--- src/rtl/edge_event_arbiter_if.sv ---
// Event handshake bundle between edge_event_arbiter and its consumer.
//   evt_valid  master->slave  event offered on evt_ch/evt_pos
//   evt_ready  slave->master  consumer accepts when evt_valid=1
//   evt_ch     master->slave  channel index of the offered event
//   evt_pos    master->slave  1 = rising edge, 0 = falling edge
interface edge_event_arbiter_if #(
  parameter int CH_W = 2
);
  logic            evt_valid;
  logic            evt_ready;
  logic [CH_W-1:0] evt_ch;
  logic            evt_pos;

  modport master (output evt_valid, output evt_ch, output evt_pos, input evt_ready);
  modport slave  (input evt_valid, input evt_ch, input evt_pos, output evt_ready);
endinterface

--- src/rtl/edge_event_arbiter.sv ---
// Multi-channel edge-event scheduler. Each level input is synchronized and
// edge-detected; every rising/falling edge becomes a pending event that is
// offered on a shared valid/ready port under round-robin arbitration.
//   clk        system clock, posedge
//   rst_n      synchronous reset, active low
//   a_i        raw level inputs, one per channel
//   evt        event handshake (master side)
//   pend_o     per-channel pending flags (includes the event being offered)
//   ovf_o      sticky per-channel overflow: edge dropped while already pending
//   ovf_clr_i  one-cycle pulse clearing all overflow bits
module edge_event_arbiter #(
  parameter int CH_NUM  = 4,
  parameter bit SYNC_EN = 1'b1
) (
  input  logic                  clk,
  input  logic                  rst_n,
  input  logic [CH_NUM-1:0]     a_i,
  edge_event_arbiter_if.master  evt,
  output logic [CH_NUM-1:0]     pend_o,
  output logic [CH_NUM-1:0]     ovf_o,
  input  logic                  ovf_clr_i
);
  localparam int CH_W = (CH_NUM > 1) ? $clog2(CH_NUM) : 1;

  typedef enum logic {IDLE, OFFER} state_t;

  logic [CH_NUM-1:0] sync_q, s_q, p_q, rise, fall, edge_any, clr;
  logic [CH_NUM-1:0] pend_vld_q, pend_vld_d, pend_pol_q, pend_pol_d;
  logic [CH_NUM-1:0] ovf_q, ovf_d;
  state_t            state_q, state_d;
  logic [CH_W-1:0]   evt_ch_q, evt_ch_d, last_grant_q, last_grant_d, pick;
  logic              evt_pos_q, evt_pos_d, found, accept;
  logic [CH_W:0]     idx_w;

  // Input capture: two metastability flops, or a single register for
  // inputs already synchronous to clk.
  if (SYNC_EN) begin : g_sync
    logic [CH_NUM-1:0] meta_q;
    always_ff @(posedge clk) begin
      if (!rst_n) begin
        meta_q <= '0;
        sync_q <= '0;
      end else begin
        meta_q <= a_i;
        sync_q <= meta_q;
      end
    end
  end else begin : g_nosync
    always_ff @(posedge clk) begin
      if (!rst_n) sync_q <= '0;
      else        sync_q <= a_i;
    end
  end

  // s_q is a registered copy of the captured level so the edge detector
  // only ever compares two plain registers; p_q is s_q one cycle later.
  always_ff @(posedge clk) begin
    if (!rst_n) begin
      s_q <= '0;
      p_q <= '0;
    end else begin
      s_q <= sync_q;
      p_q <= s_q;
    end
  end

  assign rise     = s_q & ~p_q;
  assign fall     = ~s_q & p_q;
  assign edge_any = rise | fall;
  assign accept   = (state_q == OFFER) & evt.evt_ready;

  // Pending bookkeeping. An accepted channel frees its slot in the same
  // cycle, so a coincident new edge is stored rather than counted as overflow.
  always_comb begin
    clr        = '0;
    pend_vld_d = pend_vld_q;
    pend_pol_d = pend_pol_q;
    ovf_d      = ovf_clr_i ? '0 : ovf_q;
    for (int i = 0; i < CH_NUM; i++) begin
      clr[i] = accept && (evt_ch_q == CH_W'(i));
      if (edge_any[i]) begin
        if (!pend_vld_q[i] || clr[i]) begin
          pend_vld_d[i] = 1'b1;
          pend_pol_d[i] = rise[i];
        end else begin
          ovf_d[i] = 1'b1;   // set wins over a same-cycle clear
        end
      end else if (clr[i]) begin
        pend_vld_d[i] = 1'b0;
      end
    end
  end

  // Round-robin pick: first pending channel after last_grant, wrapping.
  always_comb begin
    found = 1'b0;
    pick  = '0;
    idx_w = '0;
    for (int k = 1; k <= CH_NUM; k++) begin
      idx_w = {1'b0, last_grant_q} + (CH_W+1)'(k);
      if (idx_w >= (CH_W+1)'(CH_NUM)) idx_w = idx_w - (CH_W+1)'(CH_NUM);
      if (!found && pend_vld_q[idx_w[CH_W-1:0]]) begin
        found = 1'b1;
        pick  = idx_w[CH_W-1:0];
      end
    end
  end

  // FSM next state: the offer is frozen in OFFER until accepted.
  always_comb begin
    state_d      = state_q;
    evt_ch_d     = evt_ch_q;
    evt_pos_d    = evt_pos_q;
    last_grant_d = last_grant_q;
    case (state_q)
      IDLE: begin
        if (found) begin
          evt_ch_d  = pick;
          evt_pos_d = pend_pol_q[pick];
          state_d   = OFFER;
        end
      end
      OFFER: begin
        if (evt.evt_ready) begin
          last_grant_d = evt_ch_q;
          state_d      = IDLE;
        end
      end
      default: state_d = IDLE;
    endcase
  end

  always_ff @(posedge clk) begin
    if (!rst_n) begin
      state_q      <= IDLE;
      evt_ch_q     <= '0;
      evt_pos_q    <= 1'b0;
      last_grant_q <= CH_W'(CH_NUM - 1);  // ch0 wins first
      pend_vld_q   <= '0;
      pend_pol_q   <= '0;
      ovf_q        <= '0;
    end else begin
      state_q      <= state_d;
      evt_ch_q     <= evt_ch_d;
      evt_pos_q    <= evt_pos_d;
      last_grant_q <= last_grant_d;
      pend_vld_q   <= pend_vld_d;
      pend_pol_q   <= pend_pol_d;
      ovf_q        <= ovf_d;
    end
  end

  assign evt.evt_valid = (state_q == OFFER);
  assign evt.evt_ch    = evt_ch_q;
  assign evt.evt_pos   = evt_pos_q;
  assign pend_o        = pend_vld_q;
  assign ovf_o         = ovf_q;
endmodule
--- src/flat_wrapper.sv ---
// flat-port wrapper written by rule: the top's interface ports become plain ports
module edge_event_arbiter_flat 
#(
  parameter int CH_NUM  = 4,
  parameter bit SYNC_EN = 1'b1
)
  (clk, rst_n, a_i, pend_o, ovf_o, ovf_clr_i, evt_evt_valid, evt_evt_ch, evt_evt_pos, evt_evt_ready);
  edge_event_arbiter_if evt_i ();
  input  logic clk;
  input  logic rst_n;
  input  logic [CH_NUM-1:0] a_i;
  output logic [CH_NUM-1:0] pend_o;
  output logic [CH_NUM-1:0] ovf_o;
  input  logic ovf_clr_i;
  output wire logic [$bits(evt_i.evt_valid)-1:0] evt_evt_valid;
  output wire logic [$bits(evt_i.evt_ch)-1:0] evt_evt_ch;
  output wire logic [$bits(evt_i.evt_pos)-1:0] evt_evt_pos;
  input wire logic [$bits(evt_i.evt_ready)-1:0] evt_evt_ready;
  assign evt_evt_valid = evt_i.evt_valid;
  assign evt_evt_ch = evt_i.evt_ch;
  assign evt_evt_pos = evt_i.evt_pos;
  assign evt_i.evt_ready = evt_evt_ready;
  edge_event_arbiter #(.CH_NUM(CH_NUM), .SYNC_EN(SYNC_EN)) u_core (.clk(clk), .rst_n(rst_n), .a_i(a_i), .evt(evt_i), .pend_o(pend_o), .ovf_o(ovf_o), .ovf_clr_i(ovf_clr_i));
endmodule
--- config.mk ---
export PLATFORM = sky130hd
export DESIGN_NAME = edge_event_arbiter_flat
export DESIGN_NICKNAME = d
export VERILOG_FILES = /design/src/rtl/edge_event_arbiter_if.sv /design/src/rtl/edge_event_arbiter.sv /design/src/flat_wrapper.sv
export SDC_FILE = /design/constraint.sdc
export NUM_CORES = 1
export LEC_CHECK = 0
export ABC_CLOCK_PERIOD_IN_PS = 1750
export BUFFER_PORTS_ARGS = -buffer_cell sky130_fd_sc_hd__buf_2
export CAP_MARGIN = 20
export CORE_MARGIN = 3
export CORE_UTILIZATION = 50
export CTS_BUF_LIST = sky130_fd_sc_hd__clkbuf_4 sky130_fd_sc_hd__clkbuf_8
export CTS_CLUSTER_DIAMETER = 150
export DETAILED_ROUTE_END_ITERATION = 8
export PLACE_DENSITY_LB_ADDON = 0.05
export SYNTH_ARGS = -nofsm -noshare
export SYNTH_HDL_FRONTEND = slang
export SYNTH_SLANG_ARGS = --single-unit
--- constraint.sdc ---
create_clock -name clk -period 1.75 [get_ports clk]
set_input_delay 0.525 -clock clk [delete_from_list [all_inputs] [get_ports clk]]
set_output_delay 0.525 -clock clk [all_outputs]
set_load 0.01 [all_outputs]
* Word-level counts from Yosys, hierarchy flattened
Index checks and enable logic that the tools add are counted.
** Storage, ports and cells
- Bits in registers :: 34
- Input port bits :: 8
- Output and inout port bits :: 12
- Logic and storage cells :: 127
** Operators by class
- Add/subtract/negate cells :: 8
- Magnitude comparators :: 9
- Equality and inequality tests :: 7
- Mux-type cells :: 46
- Bitwise gates (word level) :: 7
- Reductions and logical operators :: 33
** Operator list (count)
- 1-bit 2-to-1 mux :: 31
- 2-bit AND reduction :: 10
- 2-bit 2-to-1 mux :: 8
- 2-bit by 3-bit less-than comparator with 1-bit output, second input constant :: 5
- 3-bit >= comparator, second input constant :: 4
- 1-bit binary-select mux with 2-bit select :: 5
- 4-bit AND :: 2
- 2-bit inequality test, second input constant :: 4
- 4-bit NOT :: 2
- 2-bit nonzero test :: 4
- 2-bit by 1-bit subtractor with 2-bit output, second input constant :: 4
- 1-bit logical AND :: 7
- 1-bit zero test :: 7
- 2-bit by 2-bit adder with 3-bit output, second input constant :: 2
- 2-bit equality test, second input constant :: 2
- 1-bit logical OR :: 4
- 4-bit 2-to-1 mux :: 1
- 4-bit OR :: 1
- 2-bit by 1-bit adder with 3-bit output, second input constant :: 1
- 2-bit by 3-bit adder with 3-bit output, second input constant :: 1
- 2-bit by 1-bit equality test with 1-bit output, second input constant :: 1
- 2-bit zero test :: 1
- 1-bit one-hot mux with 2 select lines :: 1
- 1-bit AND :: 1
- 1-bit NOT :: 1

* Logic depth before layout (Yosys ltp)
Gate-level depths: netlist of the first run.
- Depth after elaboration :: 17
- Depth in mapped cells :: 6
- Mapped depth without buffers :: 5

* Worst setup path after synthesis of the first run
Ideal clock, no wire load.
- Kind :: reg2reg
- Start point :: register u_core.state_q, in the netlist u_core.evt.evt_valid
- End point :: register u_core.pend_pol_q[0]
- Arrival time :: 1.425 ns
- Required time :: 1.634 ns
- Setup slack :: 0.209 ns
- Stages on the path, launching flop included :: 7
- Path buffers :: 1
- Clock period less this slack :: 1.541 ns
- Cells stage by stage :: dfxtp_1 clkbuf_1 nand2_1 o31ai_1 nor2b_1 mux2i_1 nor2b_1
** Between the ends
- Cells in the longest elaborated chain, start to end :: 4
** RTL lines
- start, declared :: line edge_event_arbiter.sv:30 : state_t state_q, state_d;
- start signal, assigned :: line edge_event_arbiter.sv:143 : state_q <= state_d;
- 1-bit AND :: line edge_event_arbiter.sv:70 : assign accept = (state_q == OFFER) & evt.evt_ready;
- 1-bit logical AND :: line edge_event_arbiter.sv:80 : clr[i] = accept && (evt_ch_q == CH_W'(i));
- 1-bit logical OR :: line edge_event_arbiter.sv:82 : if (!pend_vld_q[i] || clr[i]) begin
- 2-bit AND reduction (no line)
- end signal, assigned :: line edge_event_arbiter.sv:148 : pend_pol_q <= pend_pol_d;
- end, declared :: line edge_event_arbiter.sv:28 : logic [CH_NUM-1:0] pend_vld_q, pend_vld_d, pend_pol_q, pend_pol_d;
Every way passes these cells.
A chain may end at the register's enable or synchronous reset.

* Final worst setup path of the first run
Same ends and word-level chain as after synthesis.

==> flow_metrics.env, run 1 <==
export IMPL_status="finished, final reports clean"
export IMPL_path_clk_slew_ns=0.11
export IMPL_ctsResizeCount=0
export IMPL_antenna_cells=0
export IMPL_wl_um=2332
export IMPL_fillers=219
export IMPL_syn_num_nets=142
export IMPL_grt_max_degree=36
export IMPL_multi_input_comb_area_um2=581.8
export IMPL_clk_latency_ns=0.33
export IMPL_timing_fmax_ghz=0.6360
export IMPL_fin_setup_tns_ns=0
export IMPL_track_usage_pct=16.13
export IMPL_drtIter0Drc=43
export IMPL_die_area_um2=3273
export IMPL_overflow=0
export IMPL_period_needed_ns=1.572
export IMPL_dp_hpwl_um=1659
export IMPL_syn2layout_area_growth_pct=15.36
export IMPL_ctsHoldBuffers=0
export IMPL_regArea_um2=680.7
export IMPL_grt_pass1_wl_um=3995
export IMPL_hp_start="a_i[1]"
export IMPL_fp_dieH_um=57.21
export IMPL_leakagePower_nw=0.6226
export IMPL_whs_ns=0.3906
export IMPL_core_area_um2=2340
export IMPL_vias_per_cell=5.098
export IMPL_synth_warnings=0
export IMPL_netlist_area_um2=1311
export IMPL_worst_slew_pin_slew_ns=0.4708
export IMPL_worstPathRequired_ns=1.98
export IMPL_synth_edf_count=0
export IMPL_cap_violations=0
export IMPL_avgSynthCellArea_um2=10.09
export IMPL_finalSetupViolations=0
export IMPL_clk_path_buf_depth=2
export IMPL_final_hold_violation_count=0
export IMPL_cts_sinks=34
export IMPL_cts_tree="yes"
export IMPL_drc=0
export IMPL_critPathLaunch="u_core.evt.evt_valid$_SDFF_PN0_"
export IMPL_antenna_found_initial=0
export IMPL_post_drt_wl_per_cell_um=12.67
export IMPL_p_per_area_nw_per_um2=940.4
export IMPL_worstSetupPathType="flip-flop to flip-flop"
export IMPL_path_max_fanout=9
export IMPL_synth_seq_cells=34
export IMPL_finalMaxSlewViolations=0
export IMPL_finalNetCount=167
export IMPL_fin_skew_ns=0.009442
export IMPL_port_buffers=19
export IMPL_cts_root_buf="clkbuf_4"
export IMPL_drive_gt1_share_pct=23.72
export IMPL_htree_levels=2
export IMPL_synth_ff_type="dfxtp_1"
export IMPL_async_flop_share_pct=0
export IMPL_synth_cells=130
export IMPL_dr_pass1_iters=4
export IMPL_io_pins=20
export IMPL_crit_arrival_ns=1.80
export IMPL_ys_seq_area_share_pct=51.91
export IMPL_rsz0062_at_grt="no"
export IMPL_start_util_pct=56.04
export IMPL_hold_path_class="primary input to flip-flop"
export IMPL_die_width_um=57.21
export IMPL_fin_crit_sh_pct=89.85
export IMPL_rows=17
export IMPL_maxSlewHeadroom_pct=68.62
export IMPL_cp_end_kind="flip-flop"
export IMPL_r2r_start="u_core.evt.evt_valid$_SDFF_PN0_"
export IMPL_routabilityCongestion=0.8352
export IMPL_grt_pass1_vias=875
export IMPL_ant_nets=0
export IMPL_cts_setup_buffers=0
export IMPL_start_kind="flip-flop"
export IMPL_cts_buffers=5
export IMPL_vias=938
export IMPL_vdd_drop_max_mv=0.6996
export IMPL_synth_distinct_cells=28
## final timing paths
kind | slack [ns] | to | depth (start not counted)
hold reg to reg | 0.44 | u_core.s_q[1]$_SDFF_PN0_ | 1
setup reg to reg | 0.18 | u_core.pend_pol_q[0]$_SDFFE_PN0P_ | 5
hold / removal | 0.39 | u_core.g_sync.meta_q[1]$_SDFF_PN0_ | 2
setup / recovery | 0.18 | u_core.pend_pol_q[0]$_SDFFE_PN0P_ | 5
## cells in the mapped netlist (all sizes together), types with 2 or more instances
cell | number | area [um^2]
o21ai | 3 | 15.01
nor2 | 3 | 11.26
clkbuf | 4 | 15.01
o22ai | 5 | 37.53
nand3 | 4 | 20.02
dfxtp | 34 | 680.7
nand2b | 2 | 15.02
ha | 4 | 50.05
nor3b | 2 | 20.02
mux2i | 6 | 60.06
nor3 | 2 | 10.01
nand2 | 9 | 33.78
and2 | 20 | 125.1
a21oi | 3 | 15.01
a21boi | 5 | 37.54
inv | 9 | 33.78
nor2b | 7 | 43.79
## worst max-delay path, cell delays in order, from the launching register on
cell	delay, ns
dfxtp_1	0.48
nand2_1	0.17
o31ai_1	0.35
nor2b_1	0.21
mux2i_1	0.20
nor2b_1	0.06
## routing by layer
metal | wire length, um | GRT usage, % | vias to the layer above
li1 | - | - | 486
met1 | 1094 | 20.20 | 427
met2 | 1070 | 23.98 | 18
met3 | 108 | 5.204 | 7
met4 | 59 | 9.934 | 0
met5 | 0 | 0 | -
## logic make-up after synthesis
family,synth area share (%)
buffers and inverters,3.721
adder cells (fa/ha/maj),3.817
flip-flops,51.91
AO/OA/AOI/OAI,12.12
multiplexers,5.439
AND/OR/NAND/NOR,23.00
## stage by stage
step | area, um^2 | setup WS, ns | std cells | util (%) | power, W
global route | 1513 | 0.01949 | 184 | 64.65 | 0.001502
global placement | 1449 | 0.1234 | 176 | 61.93 | 0.0009831
finish | 1513 | 0.1776 | 184 | 64.65 | 0.001423
CTS | 1513 | 0.1687 | 184 | 64.65 | 0.001447
floorplan | 1311 | 0.2091 | 130 | - | 0.0009390
detailed placement | 1449 | 0.06886 | 176 | 61.93 | 0.0009883
## sequential cells by signal (all words and copies together), names as in the netlist
signal                count
u_core.evt.evt_ch         2
u_core.evt.evt_pos        1
u_core.evt.evt_valid      1
u_core.g_sync.meta_q      4
u_core.last_grant_q       2
u_core.ovf_o              4
u_core.p_q                4
u_core.pend_o             4
u_core.pend_pol_q         4
u_core.s_q                4
u_core.sync_q             4
## power breakdown
group,total (W),switching (W),internal [W]
combinational,0.000138,0.0000715,0.0000666
sequential,0.000833,0.0000293,0.000804
clock,0.000451,0.000258,0.000193
total,0.00142,0.000359,0.00106
## layout by cell type (no fill, tap or decap), types with 2 or more instances in the layout
cell	Yosys	routed
dfxtp_1	34	34
and2_1	20	20
buf_2	0	19
inv_1	9	9
nand2_1	9	9
nor2b_1	7	7
mux2i_1	6	6
a21boi_0	5	5
clkbuf_4	0	5
o22ai_1	4	4
nand3_1	4	4
ha_1	4	4
a21oi_1	3	3
nor2_1	3	3
o21ai_0	3	3
buf_4	0	3
nor3_1	2	2
## layout make-up
| cell class | count | area share, % |
|---|---|---|
| repair buffers | 22 | 7.775 |
| multi-input cells | 83 | 38.46 |
| well taps | 28 | 2.316 |
| clock inverters | 2 | 0.8271 |
| clock buffers | 6 | 3.391 |
| inverters | 9 | 2.233 |
| flip-flops and latches | 34 | 45.00 |
(Power assumes the default switching activity.)
==> run 2, diff against run 1 <==
==> constraint.sdc (replaced) <==
create_clock -name clk -period 1.75 [get_ports clk]
set_input_delay 0.2625 -clock clk [delete_from_list [all_inputs] [get_ports clk]]
set_output_delay 0.2625 -clock clk [all_outputs]
set_load 0.01 [all_outputs]
==> run 2 against run 1 <==
Net effect:
- flip-flop and latch count unchanged
- cell count decreased by 2.2%
- sequential power about the same
- design area decreased by 1.8%
- routed wire length decreased by 6.6%
- highest routed layer unchanged
- register-to-register slack about the same
- count of clock-buffer cells in the layout unchanged
- power decreased by 3.1%
- clock skew about the same
- combinational power decreased by 4%
- largest cell class unchanged
- non-clock buffer count decreased by 2
- via count decreased by 2.6%
==> flow_metrics.env, run 2 (synthesis gave the netlist of run 1 again) <==
export IMPL_clk_latency_ns=0.32
export IMPL_period_needed_ns=1.581
export IMPL_maxUsedRoutingLayer="met4"
export IMPL_cts_sinks=34
export IMPL_max_stage_delay_ns=0.48
export IMPL_path_cells="nand2b_2 -> a311oi_4 -> mux2i_1 -> mux2_2 -> o22ai_2"
export IMPL_start_util_pct=56.04
export IMPL_vias=914
export IMPL_met2_length_um=975
export IMPL_grt_pass1_vias=853
export IMPL_mostFrequentLayoutCells="dfxtp_1 (34), and2_1 (20), buf_2 (19)"
export IMPL_io_pins=20
export IMPL_p_per_area_nw_per_um2=927.9
export IMPL_track_usage_pct=15.37
export IMPL_hold_path_class="primary input to flip-flop"
export IMPL_status="finished, final reports clean"
export IMPL_final_hold_violation_count=0
export IMPL_cp_num_buf_inv=0
export IMPL_post_place_ws_ns=0.1781
export IMPL_path_delay_family="compound AO/OA/AOI/OAI gates"
export IMPL_maxSlewHeadroom_pct=68.41
export IMPL_start_kind="flip-flop"
export IMPL_htree_levels=2
export IMPL_antenna_cells=0
export IMPL_routabilityCongestion=0.8247
export IMPL_drc=0
export IMPL_fin_setup_tns_ns=0
export IMPL_cts_tree="yes"
export IMPL_worst_path_max_delay_cell="dfxtp_1"
export IMPL_hp_start="a_i[1]"
export IMPL_cts_buffers=5
export IMPL_finalNetCount=165
export IMPL_drtIter0Drc=28
export IMPL_finalSetupViolations=0
export IMPL_ctsResizeCount=0
export IMPL_leakagePower_nw=0.6089
export IMPL_grt_max_degree=36
export IMPL_final_common_cell="dfxtp_1"
export IMPL_worstSetupPathType="flip-flop to flip-flop"
export IMPL_overflow=0
export IMPL_rsz0062_at_grt="no"
export IMPL_grt_pass1_wl_um=3843
export IMPL_finalMaxSlewViolations=0
export IMPL_dr_wl_met3_um=159
export IMPL_ant_nets=0
export IMPL_worstPathRequired_ns=2.01
export IMPL_drive_gt1_share_pct=21.71
export IMPL_vdd_drop_max_mv=0.6348
export IMPL_wl_um=2179
export IMPL_r2r_start="u_core.pend_o[3]$_SDFFE_PN0P_"
export IMPL_fin_crit_sh_pct=90.35
export IMPL_setup_slack_ns=0.1690
export IMPL_rows=17
export IMPL_fin_util_pct=63.48
export IMPL_antenna_found_initial=0
export IMPL_crit_arrival_ns=1.84
export IMPL_cts_setup_buffers=0
export IMPL_worst_slew_pin_slew_ns=0.4739
export IMPL_core_area_um2=2340
export IMPL_fp_dieH_um=57.21
export IMPL_die_width_um=57.21
export IMPL_path_clk_slew_ns=0.10
export IMPL_clk_path_buf_depth=2
export IMPL_cts_root_buf="clkbuf_4"
export IMPL_path_max_fanout=7
export IMPL_port_buffers=19
export IMPL_dp_hpwl_um=1581
export IMPL_post_drt_wl_per_cell_um=12.11
export IMPL_cp_end_kind="flip-flop"
export IMPL_wl_met1_um=1002
export IMPL_die_area_um2=3273
export IMPL_syn2layout_area_growth_pct=13.26
export IMPL_fillers=217
export IMPL_cap_violations=0
export IMPL_dr_pass1_iters=4
export IMPL_vias_per_cell=5.078
export IMPL_timing_fmax_ghz=0.6325
export IMPL_critPathLaunch="u_core.pend_o[3]$_SDFFE_PN0P_"
export IMPL_fin_skew_ns=0.009528
export IMPL_fin_area_um2=1485
export IMPL_detailed_place_area_um2=1434
export IMPL_ctsHoldBuffers=0
run 2: cell count changes in the layout (fill, tap and decap cells not counted):
cell and change:
buf_4 -2, clkinv_2 -1, clkinvlp_4 -1
run 2: area by class of cell:
| class | instances | area, um^2 | share of cell area, % |
|---|---|---|---|
| Timing Repair Buffer | 20 | 102.6 | 6.908 |
| Tap cell | 28 | 35.03 | 2.359 |
| Sequential cell | 34 | 680.7 | 45.83 |
| Multi-Input combinational cell | 83 | 581.8 | 39.17 |
| Clock buffer | 6 | 51.30 | 3.454 |
| Inverter | 9 | 33.78 | 2.275 |
run 2: worst register-to-register path, cell delays in order, from the launching register on:
cell,delay [ns]
dfxtp_1,0.48
nand2b_2,0.13
a311oi_4,0.37
mux2i_1,0.12
mux2_2,0.28
o22ai_2,0.15
run 2: final timing paths:
path,to,cells after the start,slack [ns]
max,u_core.evt.evt_pos$_SDFFE_PN0P_,5,0.17
min,u_core.g_sync.meta_q[1]$_SDFF_PN0_,2,0.14
min reg2reg,u_core.sync_q[3]$_SDFF_PN0_,1,0.44
max reg2reg,u_core.evt.evt_pos$_SDFFE_PN0P_,5,0.17
run 2: stage by stage:
stage | hold WS (ns) | cells | total power, W
final | 0.1433 | 180 | 0.001378
after global routing | 0.1271 | 180 | 0.001456
after detailed placement | 0.4196 | 174 | 0.0009844
after CTS | 0.1282 | 180 | 0.001397
after floorplan | 0.3898 | 130 | 0.0009390
after global placement | 0.4144 | 174 | 0.0009801
run 2: power by group:
part	internal (W)	switching, W
Sequential	0.000803	0.0000290
Clock	0.000181	0.000232
Combinational	0.0000636	0.0000690
Total	0.00105	0.000330
run 2: metal layers:
layer / vias to the layer above / global-route usage, %
met3: 5 / 6.561
li1: 475 / -
met1: 406 / 19.19
met5: - / 0
met2: 28 / 23.49
met4: 0 / 5.960
